File: src/rtl/mc_control_fsm_if.sv
// Control bundle between the multi-cycle sequencer and the RV32I datapath.
// The perf-counter signals exist only when MC_CTRL_PERF_EN is defined.
interface mc_control_fsm_if;
    logic [31:0] instr;
    logic        stall;
    logic        ir_write;
    logic        pc_write;
    logic [4:0]  rs1;
    logic [4:0]  rs2;
    logic [4:0]  rd;
    logic [2:0]  alu_func3;
    logic        alu_subsra;
    logic        rf_wen;
    logic        dm_wen;
    logic [2:0]  dm_ctrl;
    logic        sel_sum_alu;
    logic        sel_pc_reg1;
    logic        sel_imm_reg2;
    logic [1:0]  sel_wb;
    logic        illegal;
    logic [2:0]  state;
`ifdef MC_CTRL_PERF_EN
    logic [31:0] cycle_cnt;
    logic [31:0] instret_cnt;
`endif

    modport slave (
        input  instr, stall,
        output ir_write, pc_write, rs1, rs2, rd, alu_func3, alu_subsra,
               rf_wen, dm_wen, dm_ctrl, sel_sum_alu, sel_pc_reg1,
               sel_imm_reg2, sel_wb, illegal, state
`ifdef MC_CTRL_PERF_EN
        , output cycle_cnt, instret_cnt
`endif
    );

    modport master (
        output instr, stall,
        input  ir_write, pc_write, rs1, rs2, rd, alu_func3, alu_subsra,
               rf_wen, dm_wen, dm_ctrl, sel_sum_alu, sel_pc_reg1,
               sel_imm_reg2, sel_wb, illegal, state
`ifdef MC_CTRL_PERF_EN
        , input cycle_cnt, instret_cnt
`endif
    );
endinterface

File: src/rtl/mc_control_fsm.sv
// Multi-cycle FETCH/DECODE/EXEC/MEM/WB sequencer for the RV32I datapath.
// Optional cycle/instret counters are enabled with MC_CTRL_PERF_EN.
module mc_control_fsm (
    input  logic              clk,
    input  logic              reset,
    mc_control_fsm_if.slave   bus
);
    typedef enum logic [2:0] {
        S_FETCH  = 3'd0,
        S_DECODE = 3'd1,
        S_EXEC   = 3'd2,
        S_MEM    = 3'd3,
        S_WB     = 3'd4,
        S_TRAP   = 3'd7
    } state_t;

    typedef struct packed {
        logic       sel_pc_reg1;
        logic       sel_imm_reg2;
        logic [2:0] alu_func3;
        logic       alu_subsra;
        logic [1:0] sel_wb;
        logic       sel_sum_alu;
    } ctl_t;

    localparam logic [31:0] IR_RESET  = 32'h0000_0013;
    localparam logic [6:0]  OP_R      = 7'b0110011;
    localparam logic [6:0]  OP_I      = 7'b0010011;
    localparam logic [6:0]  OP_LOAD   = 7'b0000011;
    localparam logic [6:0]  OP_STORE  = 7'b0100011;
    localparam logic [6:0]  OP_JAL    = 7'b1101111;
    localparam logic [6:0]  OP_JALR   = 7'b1100111;

    // Selects depend only on the instruction class, so they read the same
    // from DECODE through the final state of the instruction.
    function automatic ctl_t decode_ctl(input logic [6:0] op,
                                        input logic [2:0] f3,
                                        input logic       b30);
        ctl_t c;
        c.sel_pc_reg1  = 1'b1;
        c.sel_imm_reg2 = 1'b1;
        c.alu_func3    = 3'b000;
        c.alu_subsra   = 1'b0;
        c.sel_wb       = 2'b01;
        c.sel_sum_alu  = 1'b0;
        case (op)
            OP_R: begin
                c.sel_imm_reg2 = 1'b0;
                c.alu_func3    = f3;
                c.alu_subsra   = b30;
            end
            OP_I: begin
                c.alu_func3  = f3;
                c.alu_subsra = (f3 == 3'b101) ? b30 : 1'b0;
            end
            OP_LOAD, OP_STORE: c.sel_wb = 2'b00;
            OP_JAL: begin
                c.sel_pc_reg1 = 1'b0;
                c.sel_wb      = 2'b10;
                c.sel_sum_alu = 1'b1;
            end
            OP_JALR: begin
                c.sel_wb      = 2'b10;
                c.sel_sum_alu = 1'b1;
            end
            default: ;
        endcase
        return c;
    endfunction

    function automatic logic is_legal(input logic [6:0] op);
        return (op == OP_R) || (op == OP_I) || (op == OP_LOAD) ||
               (op == OP_STORE) || (op == OP_JAL) || (op == OP_JALR);
    endfunction

    state_t      state_q, state_d;
    logic [31:0] ir_q, ir_d;
    logic        illegal_q, illegal_d;
    ctl_t        ctl_q;
    logic        ir_write_q, pc_write_q, rf_wen_q, dm_wen_q;
    logic        strobe_en;
    logic        unused_ir_bits;

    always_comb begin
        state_d   = state_q;
        ir_d      = ir_q;
        illegal_d = illegal_q;
        if (state_q != S_TRAP && !bus.stall) begin
            case (state_q)
                S_FETCH: begin
                    ir_d    = bus.instr;
                    state_d = S_DECODE;
                end
                S_DECODE: begin
                    if (is_legal(ir_q[6:0])) begin
                        state_d = S_EXEC;
                    end else begin
                        state_d   = S_TRAP;
                        illegal_d = 1'b1;
                    end
                end
                S_EXEC:  state_d = (ir_q[6:0] == OP_LOAD || ir_q[6:0] == OP_STORE) ? S_MEM : S_WB;
                S_MEM:   state_d = (ir_q[6:0] == OP_LOAD) ? S_WB : S_FETCH;
                S_WB:    state_d = S_FETCH;
                default: state_d = S_TRAP;
            endcase
        end
    end

    // Strobe flags are registered from the next state; stall and reset only
    // gate them at the output so a held state re-fires its strobe afterwards.
    always_ff @(posedge clk or negedge reset) begin
        if (!reset) begin
            state_q    <= S_FETCH;
            ir_q       <= IR_RESET;
            illegal_q  <= 1'b0;
            ctl_q      <= decode_ctl(IR_RESET[6:0], IR_RESET[14:12], IR_RESET[30]);
            ir_write_q <= 1'b1;
            pc_write_q <= 1'b0;
            rf_wen_q   <= 1'b0;
            dm_wen_q   <= 1'b0;
        end else begin
            state_q    <= state_d;
            ir_q       <= ir_d;
            illegal_q  <= illegal_d;
            ctl_q      <= decode_ctl(ir_d[6:0], ir_d[14:12], ir_d[30]);
            ir_write_q <= (state_d == S_FETCH);
            pc_write_q <= (state_d == S_WB) ||
                          (state_d == S_MEM && ir_d[6:0] == OP_STORE);
            rf_wen_q   <= (state_d == S_WB);
            dm_wen_q   <= (state_d == S_MEM && ir_d[6:0] == OP_STORE);
        end
    end

    assign strobe_en = reset & ~bus.stall;

    assign bus.ir_write     = ir_write_q & strobe_en;
    assign bus.pc_write     = pc_write_q & strobe_en;
    assign bus.rf_wen       = rf_wen_q & strobe_en;
    assign bus.dm_wen       = dm_wen_q & strobe_en;
    assign bus.rs1          = ir_q[19:15];
    assign bus.rs2          = ir_q[24:20];
    assign bus.rd           = ir_q[11:7];
    assign bus.dm_ctrl      = ir_q[14:12];
    assign bus.alu_func3    = ctl_q.alu_func3;
    assign bus.alu_subsra   = ctl_q.alu_subsra;
    assign bus.sel_sum_alu  = ctl_q.sel_sum_alu;
    assign bus.sel_pc_reg1  = ctl_q.sel_pc_reg1;
    assign bus.sel_imm_reg2 = ctl_q.sel_imm_reg2;
    assign bus.sel_wb       = ctl_q.sel_wb;
    assign bus.illegal      = illegal_q;
    assign bus.state        = state_q;

    assign unused_ir_bits = ^{ir_q[31], ir_q[29:25]};

`ifdef MC_CTRL_PERF_EN
    logic [31:0] cycle_cnt_q;
    logic [31:0] instret_cnt_q;

    always_ff @(posedge clk or negedge reset) begin
        if (!reset) begin
            cycle_cnt_q   <= 32'd0;
            instret_cnt_q <= 32'd0;
        end else begin
            cycle_cnt_q <= cycle_cnt_q + 32'd1;
            if (bus.pc_write)
                instret_cnt_q <= instret_cnt_q + 32'd1;
        end
    end

    assign bus.cycle_cnt   = cycle_cnt_q;
    assign bus.instret_cnt = instret_cnt_q;
`endif
endmodule

File: src/flat_wrapper.sv
// flat-port wrapper written by rule: the top's interface ports become plain ports
module mc_control_fsm_flat 
  (clk, reset, bus_instr, bus_stall, bus_ir_write, bus_pc_write, bus_rs1, bus_rs2, bus_rd, bus_alu_func3, bus_alu_subsra, bus_rf_wen, bus_dm_wen, bus_dm_ctrl, bus_sel_sum_alu, bus_sel_pc_reg1, bus_sel_imm_reg2, bus_sel_wb, bus_illegal, bus_state);
  mc_control_fsm_if bus_i ();
  input  logic clk;
  input  logic reset;
  input wire logic [$bits(bus_i.instr)-1:0] bus_instr;
  input wire logic [$bits(bus_i.stall)-1:0] bus_stall;
  output wire logic [$bits(bus_i.ir_write)-1:0] bus_ir_write;
  output wire logic [$bits(bus_i.pc_write)-1:0] bus_pc_write;
  output wire logic [$bits(bus_i.rs1)-1:0] bus_rs1;
  output wire logic [$bits(bus_i.rs2)-1:0] bus_rs2;
  output wire logic [$bits(bus_i.rd)-1:0] bus_rd;
  output wire logic [$bits(bus_i.alu_func3)-1:0] bus_alu_func3;
  output wire logic [$bits(bus_i.alu_subsra)-1:0] bus_alu_subsra;
  output wire logic [$bits(bus_i.rf_wen)-1:0] bus_rf_wen;
  output wire logic [$bits(bus_i.dm_wen)-1:0] bus_dm_wen;
  output wire logic [$bits(bus_i.dm_ctrl)-1:0] bus_dm_ctrl;
  output wire logic [$bits(bus_i.sel_sum_alu)-1:0] bus_sel_sum_alu;
  output wire logic [$bits(bus_i.sel_pc_reg1)-1:0] bus_sel_pc_reg1;
  output wire logic [$bits(bus_i.sel_imm_reg2)-1:0] bus_sel_imm_reg2;
  output wire logic [$bits(bus_i.sel_wb)-1:0] bus_sel_wb;
  output wire logic [$bits(bus_i.illegal)-1:0] bus_illegal;
  output wire logic [$bits(bus_i.state)-1:0] bus_state;
  assign bus_i.instr = bus_instr;
  assign bus_i.stall = bus_stall;
  assign bus_ir_write = bus_i.ir_write;
  assign bus_pc_write = bus_i.pc_write;
  assign bus_rs1 = bus_i.rs1;
  assign bus_rs2 = bus_i.rs2;
  assign bus_rd = bus_i.rd;
  assign bus_alu_func3 = bus_i.alu_func3;
  assign bus_alu_subsra = bus_i.alu_subsra;
  assign bus_rf_wen = bus_i.rf_wen;
  assign bus_dm_wen = bus_i.dm_wen;
  assign bus_dm_ctrl = bus_i.dm_ctrl;
  assign bus_sel_sum_alu = bus_i.sel_sum_alu;
  assign bus_sel_pc_reg1 = bus_i.sel_pc_reg1;
  assign bus_sel_imm_reg2 = bus_i.sel_imm_reg2;
  assign bus_sel_wb = bus_i.sel_wb;
  assign bus_illegal = bus_i.illegal;
  assign bus_state = bus_i.state;
  mc_control_fsm u_core (.clk(clk), .reset(reset), .bus(bus_i));
endmodule
File: config.mk
export PLATFORM = sky130hd
export DESIGN_NAME = mc_control_fsm_flat
export DESIGN_NICKNAME = d
export VERILOG_FILES = /design/src/rtl/mc_control_fsm_if.sv /design/src/rtl/mc_control_fsm.sv /design/src/flat_wrapper.sv
export SDC_FILE = /design/constraint.sdc
export NUM_CORES = 1
export LEC_CHECK = 0
export ABC_AREA = 1
export BUFFER_PORTS_ARGS = -buffer_cell sky130_fd_sc_hd__buf_2
export CELL_PAD_IN_SITES_DETAIL_PLACEMENT = 0
export CELL_PAD_IN_SITES_GLOBAL_PLACEMENT = 2
export CORE_ASPECT_RATIO = 1.4
export CORE_MARGIN = 8
export CORE_UTILIZATION = 28
export DETAILED_ROUTE_END_ITERATION = 16
export PLACE_DENSITY = 0.83
export SLEW_MARGIN = 20
export SYNTH_ARGS = -nofsm -noshare
export SYNTH_HDL_FRONTEND = slang
export SYNTH_SLANG_ARGS = --single-unit
File: constraint.sdc
create_clock -name clk -period 2.2 [get_ports clk]
set_clock_uncertainty 0.1 [all_clocks]
set_input_delay 0.11 -clock clk [delete_from_list [all_inputs] [get_ports clk]]
set_output_delay 0.11 -clock clk [all_outputs]
set_load 0.02 [all_outputs]
### Yosys cells after proc, flatten, opt, wreduce, memory -nomap -nowiden

Index checks and enable logic that the tools add are counted.
Widths: inputs -> output; s select.

* eq/ne operators: 20
* muxes and demuxes: 13
* bitwise logic cells: 7
* reduce and logical (&&, ||, !) cells: 16

Operators by type and width (number)
* $mux 31: 2
* $eq 7x6->1 const B: 4
* $eq 7x7->1 const B: 4
* $pmux 3 s5: 1
* $eq 7x2->1 const B: 2
* $eq 7x5->1 const B: 2
* $mux 3: 4
* $eq 3x2->1 const B: 3
* $eq 3x3->1 const B: 3
* $pmux 4 s2: 1
* $logic_or 1x1->1: 7
* $logic_not 3->1: 2
* $and 1x1->1: 5
* $mux 1: 4
* $pmux 2 s2: 1
* $reduce_or 2->1: 2
* $eq 3x1->1 const B: 1
* $ne 3x3->1 const B: 1
* $reduce_and 3->1: 1
* $logic_and 1x1->1: 2
* $not 1->1: 2
* $reduce_and 2->1: 1
* $logic_not 1->1: 1

* bits in registers: 48
* output and inout port bits: 35
* word-level logic and storage cells: 70

### Logic depth before layout (Yosys ltp)

* depth after elaboration: 12
* depth in mapped cells: 11

### Least setup slack after synthesis

Ideal clock, no wire load.

* kind: register -> register
* start: reg u_core.state_q[1] (netlist: u_core.bus.state[1])
* end: reg u_core.ctl_q (netlist bit u_core.bus.alu_subsra)
* arrival: 1.456 ns
* data required time: 2.031 ns
* path slack: 0.575 ns
* cell stages (with the launch flop): 10
* buffers on the path: 1
* clock period less this slack: 1.625 ns
* cells stage by stage: dfrtp_1 > nor2_4 > nand3_4 > buf_6 > or2_0 > o21ai_2 > nand3_2 > nand2_1 > nand2_1 > nor2_2

* cells in the longest elaborated chain, start to end: 6
* elaborated cells on any way between the ends: 10
* those cells by class: eq/ne (4); mux (4); reduce/logical (2)

RTL lines
* start, declared: RTL line mc_control_fsm.sv:76 `state_t state_q, state_d;`
* start signal, assigned: RTL line mc_control_fsm.sv:123 `state_q <= state_d;`
* $logic_not 3->1 / $ne 3x3->1 (equally long branches): RTL line mc_control_fsm.sv:89, mc_control_fsm.sv:88
* $mux 31 / $logic_and 1x1->1 (equally long branches): RTL line mc_control_fsm.sv:89, mc_control_fsm.sv:88
* $mux 31 (*): RTL line mc_control_fsm.sv:88 `if (state_q != S_TRAP && !bus.stall) begin`
* $eq 3x3->1: RTL line mc_control_fsm.sv:54 `c.alu_subsra = (f3 == 3'b101) ? b30 : 1'b0;`
* $mux 1: RTL line mc_control_fsm.sv:54
* $pmux 4 s2 (*): RTL line mc_control_fsm.sv:46 `case (op)`
* end signal, assigned: RTL line mc_control_fsm.sv:117 `ctl_q <= decode_ctl(IR_RESET[6:0], IR_RESET[14:12], IR_RESET[30]);`
* end signal, assigned: RTL line mc_control_fsm.sv:126 `ctl_q <= decode_ctl(ir_d[6:0], ir_d[14:12], ir_d[30]);`
* end, declared: RTL line mc_control_fsm.sv:79 `ctl_t ctl_q;`

Mark *: on every way between the ends. The rest lies on a longest branch, timed or not.
A chain may end at the register's enable or synchronous reset.

### Final worst setup path

* start: reg u_core.state_q[1] (netlist: u_core.bus.state[1])
* end: reg u_core.pc_write_q

* cells in the longest elaborated chain, start to end: 6
* elaborated cells on any way between the ends: 16
* those cells by class: eq/ne (8); mux (4); reduce/logical (4)

RTL lines
* $logic_not 3->1 / $ne 3x3->1 (equally long branches): RTL line mc_control_fsm.sv:89, mc_control_fsm.sv:88
* $mux 31 / $logic_and 1x1->1 (equally long branches): RTL line mc_control_fsm.sv:89, mc_control_fsm.sv:88
* $mux 31 (*): RTL line mc_control_fsm.sv:88
* named net u_core.ir_d[4]: RTL line mc_control_fsm.sv:77 `logic [31:0] ir_q, ir_d;`
* $eq 7x6->1 (*): RTL line mc_control_fsm.sv:129 `(state_d == S_MEM && ir_d[6:0] == OP_STORE);`
* $logic_and 1x1->1 (*): RTL line mc_control_fsm.sv:129
* $logic_or 1x1->1 (*): RTL line mc_control_fsm.sv:128 `pc_write_q <= (state_d == S_WB) ||`
* end signal, assigned: RTL line mc_control_fsm.sv:128
* end, declared: RTL line mc_control_fsm.sv:80 `logic ir_write_q, pc_write_q, rf_wen_q, dm_wen_q;`

The timed path passes the listed nets; every way through them passes the cells marked *.

==> results.yml <==
drt:
  wire_per_inst_um: 11.4
  first_pass_iters: 4
  drt_wl_total_mm: 4.85
  initialDrtViolationCount: 35
  drc: 0
  drtAntennaViolNets: 0
  vias_per_cell: 3.95
  vias: 1680
global_route:
  grt_pass1_wl_mm: 8.01
  grt_max_degree: 44
  antenna_found_initial: 0
  gr-max-usage-layer: "met2"
  grtUsageMet2_pct: 16.8
  grtUsageMet1_pct: 10.8
  grt_pass1_vias: 1744
  grt_use_met3_pct: 2.64
  grt_overflow_total: 0
  grt_usage_pct: 9.68
clock_tree:
  clk_pin_slew_worst_paths_ns: 0.08
  cts_num_sinks: 43
  ctsHoldBuffers: 24
  cts_buffers: 5
  htreeDepth: 2
  cts_resized: 0
  cts_buffer_depth: 2
  root_buffer: "clkbuf_8"
  clock_latency_ns: 0.28
  cts_tree: "yes"
  post_cts_buffers: 0
logic_synthesis:
  synth_flop_cell: "dfrtp_1"
  synth_warnings: 0
  synth_nets: 288
  synth_edf_count: 0
  ys_seq_area_share_pct: 51.7
  synth_area_leaders: "dfrtp_1, nand2_1, dfstp_2, buf_4, inv_1"
  syn_area_per_cell_sq_um: 8.29
  async_flop_share_pct: 100
  synth_area_sq_mm: 0.00210
  synth_top_cell_area_share_pct: 42.9
  yosysTopAreaCell: "dfrtp_1"
  ys_types: 26
  ys_seq_elements: 43
  synth.most_common_cell: "nand2_1"
  synth_common_cells: "nand2_1, dfrtp_1, inv_1, nor2_1, buf_4"
  synthCells: 253
min_path:
  hold_path_class: "input pin to flip-flop"
  hold_depth: 5
finish:
  fillerInstances: 799
  final_nets: 362
  synthToLayoutAreaGrowth_pct: 31.4
  drive_above_1_share_pct: 32.3
  antennaDiodeCount: 0
critical_path:
  crit_path_cell_trace: "nor2_4 -> nand3_4 -> inv_1 -> nand2_1 -> nand2_4 -> nor2_2 -> nand2_1 -> nor2_1 -> nand2_1 -> nand2_1"
  criticalPathCategory: "flip-flop to flip-flop"
  crit_cells: 10
  cp-start-kind: "flip-flop"
  crit_family: "simple AND/OR/NAND/NOR gates"
  r2r_cells: 10
  critical_path_required_ns: 2.28
  worst_path_most_repeated_cell: "nand2_1"
  crit_path_top_delay_cell: "dfrtp_1"
  worst-path-buf-inv: 1
  endpoint_kind: "flip-flop"
  crit_fanout: 15
  max_stage_delay_ns: 0.47
  arrival_ns: 1.99
floorplan:
  chipWidth_um: 89.2
  io_pins: 70
  num_rows: 37
  initial_utilization_pct: 28.7
  die-height_um: 118
  core_area_sq_mm: 0.00731
  dieArea_sq_mm: 0.0106
timing:
  tightestPinTransition_ns: 0.528
  final-hold-violation-count: 0
  max_slew_margin_pct: 64.8
  fin_ws_ns: 0.288
  slew_viol_final: 0
  rsz0062_at_grt: "no"
  setup_violations: 0
  finalSetupTns_ns: 0
  finalCritPeriodShare_pct: 86.9
  period_needed_ns: 1.91
  fmax_ghz: 0.523
pwr:
  swShare_pct: 37.2
  power-per-cell-area_mw_per_mm2: 1090
  intPower_w: 0.00189
  pwr-share-seq_pct: 39.6
  p_leak_nw: 1.52
  vdd_ir_drop_max_mv: 0.356
  combPwrFrac_pct: 37.0
  switchingPower_w: 0.00112
  power_w: 0.00302
  p_clk_share_pct: 23.4
placement:
  routabilityCongestion: 0.803
  port_buffers: 63
  hpwl_mm: 3.68
  dp_slack_ns: 0.265
outcome:
  status: "completed"
run:
  max_cap_viol_count: 0
-- flip-flops by register name (all words and copies together), names as in the netlist, 2 cells and up --
name / cells
u_core.bus.alu_func3: 3
u_core.bus.sel_wb: 2
u_core.bus.state: 3
u_core.ir_q: 26
-- layer usage --
layer,part of all wire [%],vias up
met2,51,38
met3,7.1,2
met5,0,-
met1,41,753
met4,0.76,0
li1,-,887
-- layout make-up --
cell class	count	area (sq um)	area share (%)
tap	97	121	4.40
multi-input combinational	152	708	25.7
clock inverter	2	60.1	2.18
clock buffer	6	72.6	2.63
inverter	35	131	4.77
timing repair buffer	90	578	21.0
sequential	43	1080	39.4
-- worst reg2reg max path: stages (launching register included) --
cell and delay (ns):
dfrtp_1 0.47, nor2_4 0.21, nand3_4 0.21, inv_1 0.28, nand2_1 0.13, nand2_4 0.12
nor2_2 0.06, nand2_1 0.07, nor2_1 0.04, nand2_1 0.07, nand2_1 0.05
-- path summary, 6_finish.rpt --
kind                                startpoint                end  slack, ns
hold / removal                    bus_instr[6]     u_core.ir_q[6]       0.09
max in group asynchronous                reset     u_core.ir_q[4]       1.26
setup reg to reg           u_core.bus.state[1]  u_core.pc_write_q       0.29
hold reg to reg                u_core.ir_q[16]    u_core.ir_q[16]       0.37
setup / recovery           u_core.bus.state[1]  u_core.pc_write_q       0.29
min in group asynchronous                reset    u_core.ir_q[24]       0.36
-- layout by cell type (no fill, tap or decap), drive strengths merged, types with 6 or more instances in the layout --
cell type and count:
dfstp 7, dfrtp 36, nand3 12, nor2 31, nand2 95, dlygate4sd3 24, inv 35, clkbuf 6
buf 66
-- per-stage QoR --
stage / hold slack (ns) / std cells / instance area [sq um] / utilization (%)
6_report: 0.0900 / 425 / 2760 / 37.7
5_1_grt: 0.119 / 425 / 2760 / 37.7
4_1_cts: 0.0874 / 425 / 2760 / 37.7
3_5_place_dp: 0.152 / 393 / 2380 / 32.6
3_3_place_gp: 0.158 / 393 / 2380 / 32.6
2_1_floorplan: -0.286 / 253 / 2100 / -
-- kinds of logic (layout without fill, tap and decap cells) --
| kind of cell | Yosys count | in the layout | synth area share, % |
|---|---|---|---|
| DFF | 43 | 43 | 51.7 |
| AOI/OAI and AO/OA | 9 | 9 | 3.22 |
| buffers and inverters | 58 | 133 | 14.5 |
| and+or+nand+nor | 143 | 143 | 30.5 |
-- power groups by stage --
stage | Sequential [W] | Clock [W] | Combinational (W)
final | 0.00119 | 0.000707 | 0.00112
after global routing | 0.00123 | 0.000767 | 0.00124
after floorplan | 0.00126 | 0 | 0.000854
after CTS | 0.00120 | 0.000733 | 0.00115
after detailed placement | 0.00121 | 0 | 0.00111
after global placement | 0.00120 | 0 | 0.00111
Power figures use the tool's default switching activity.
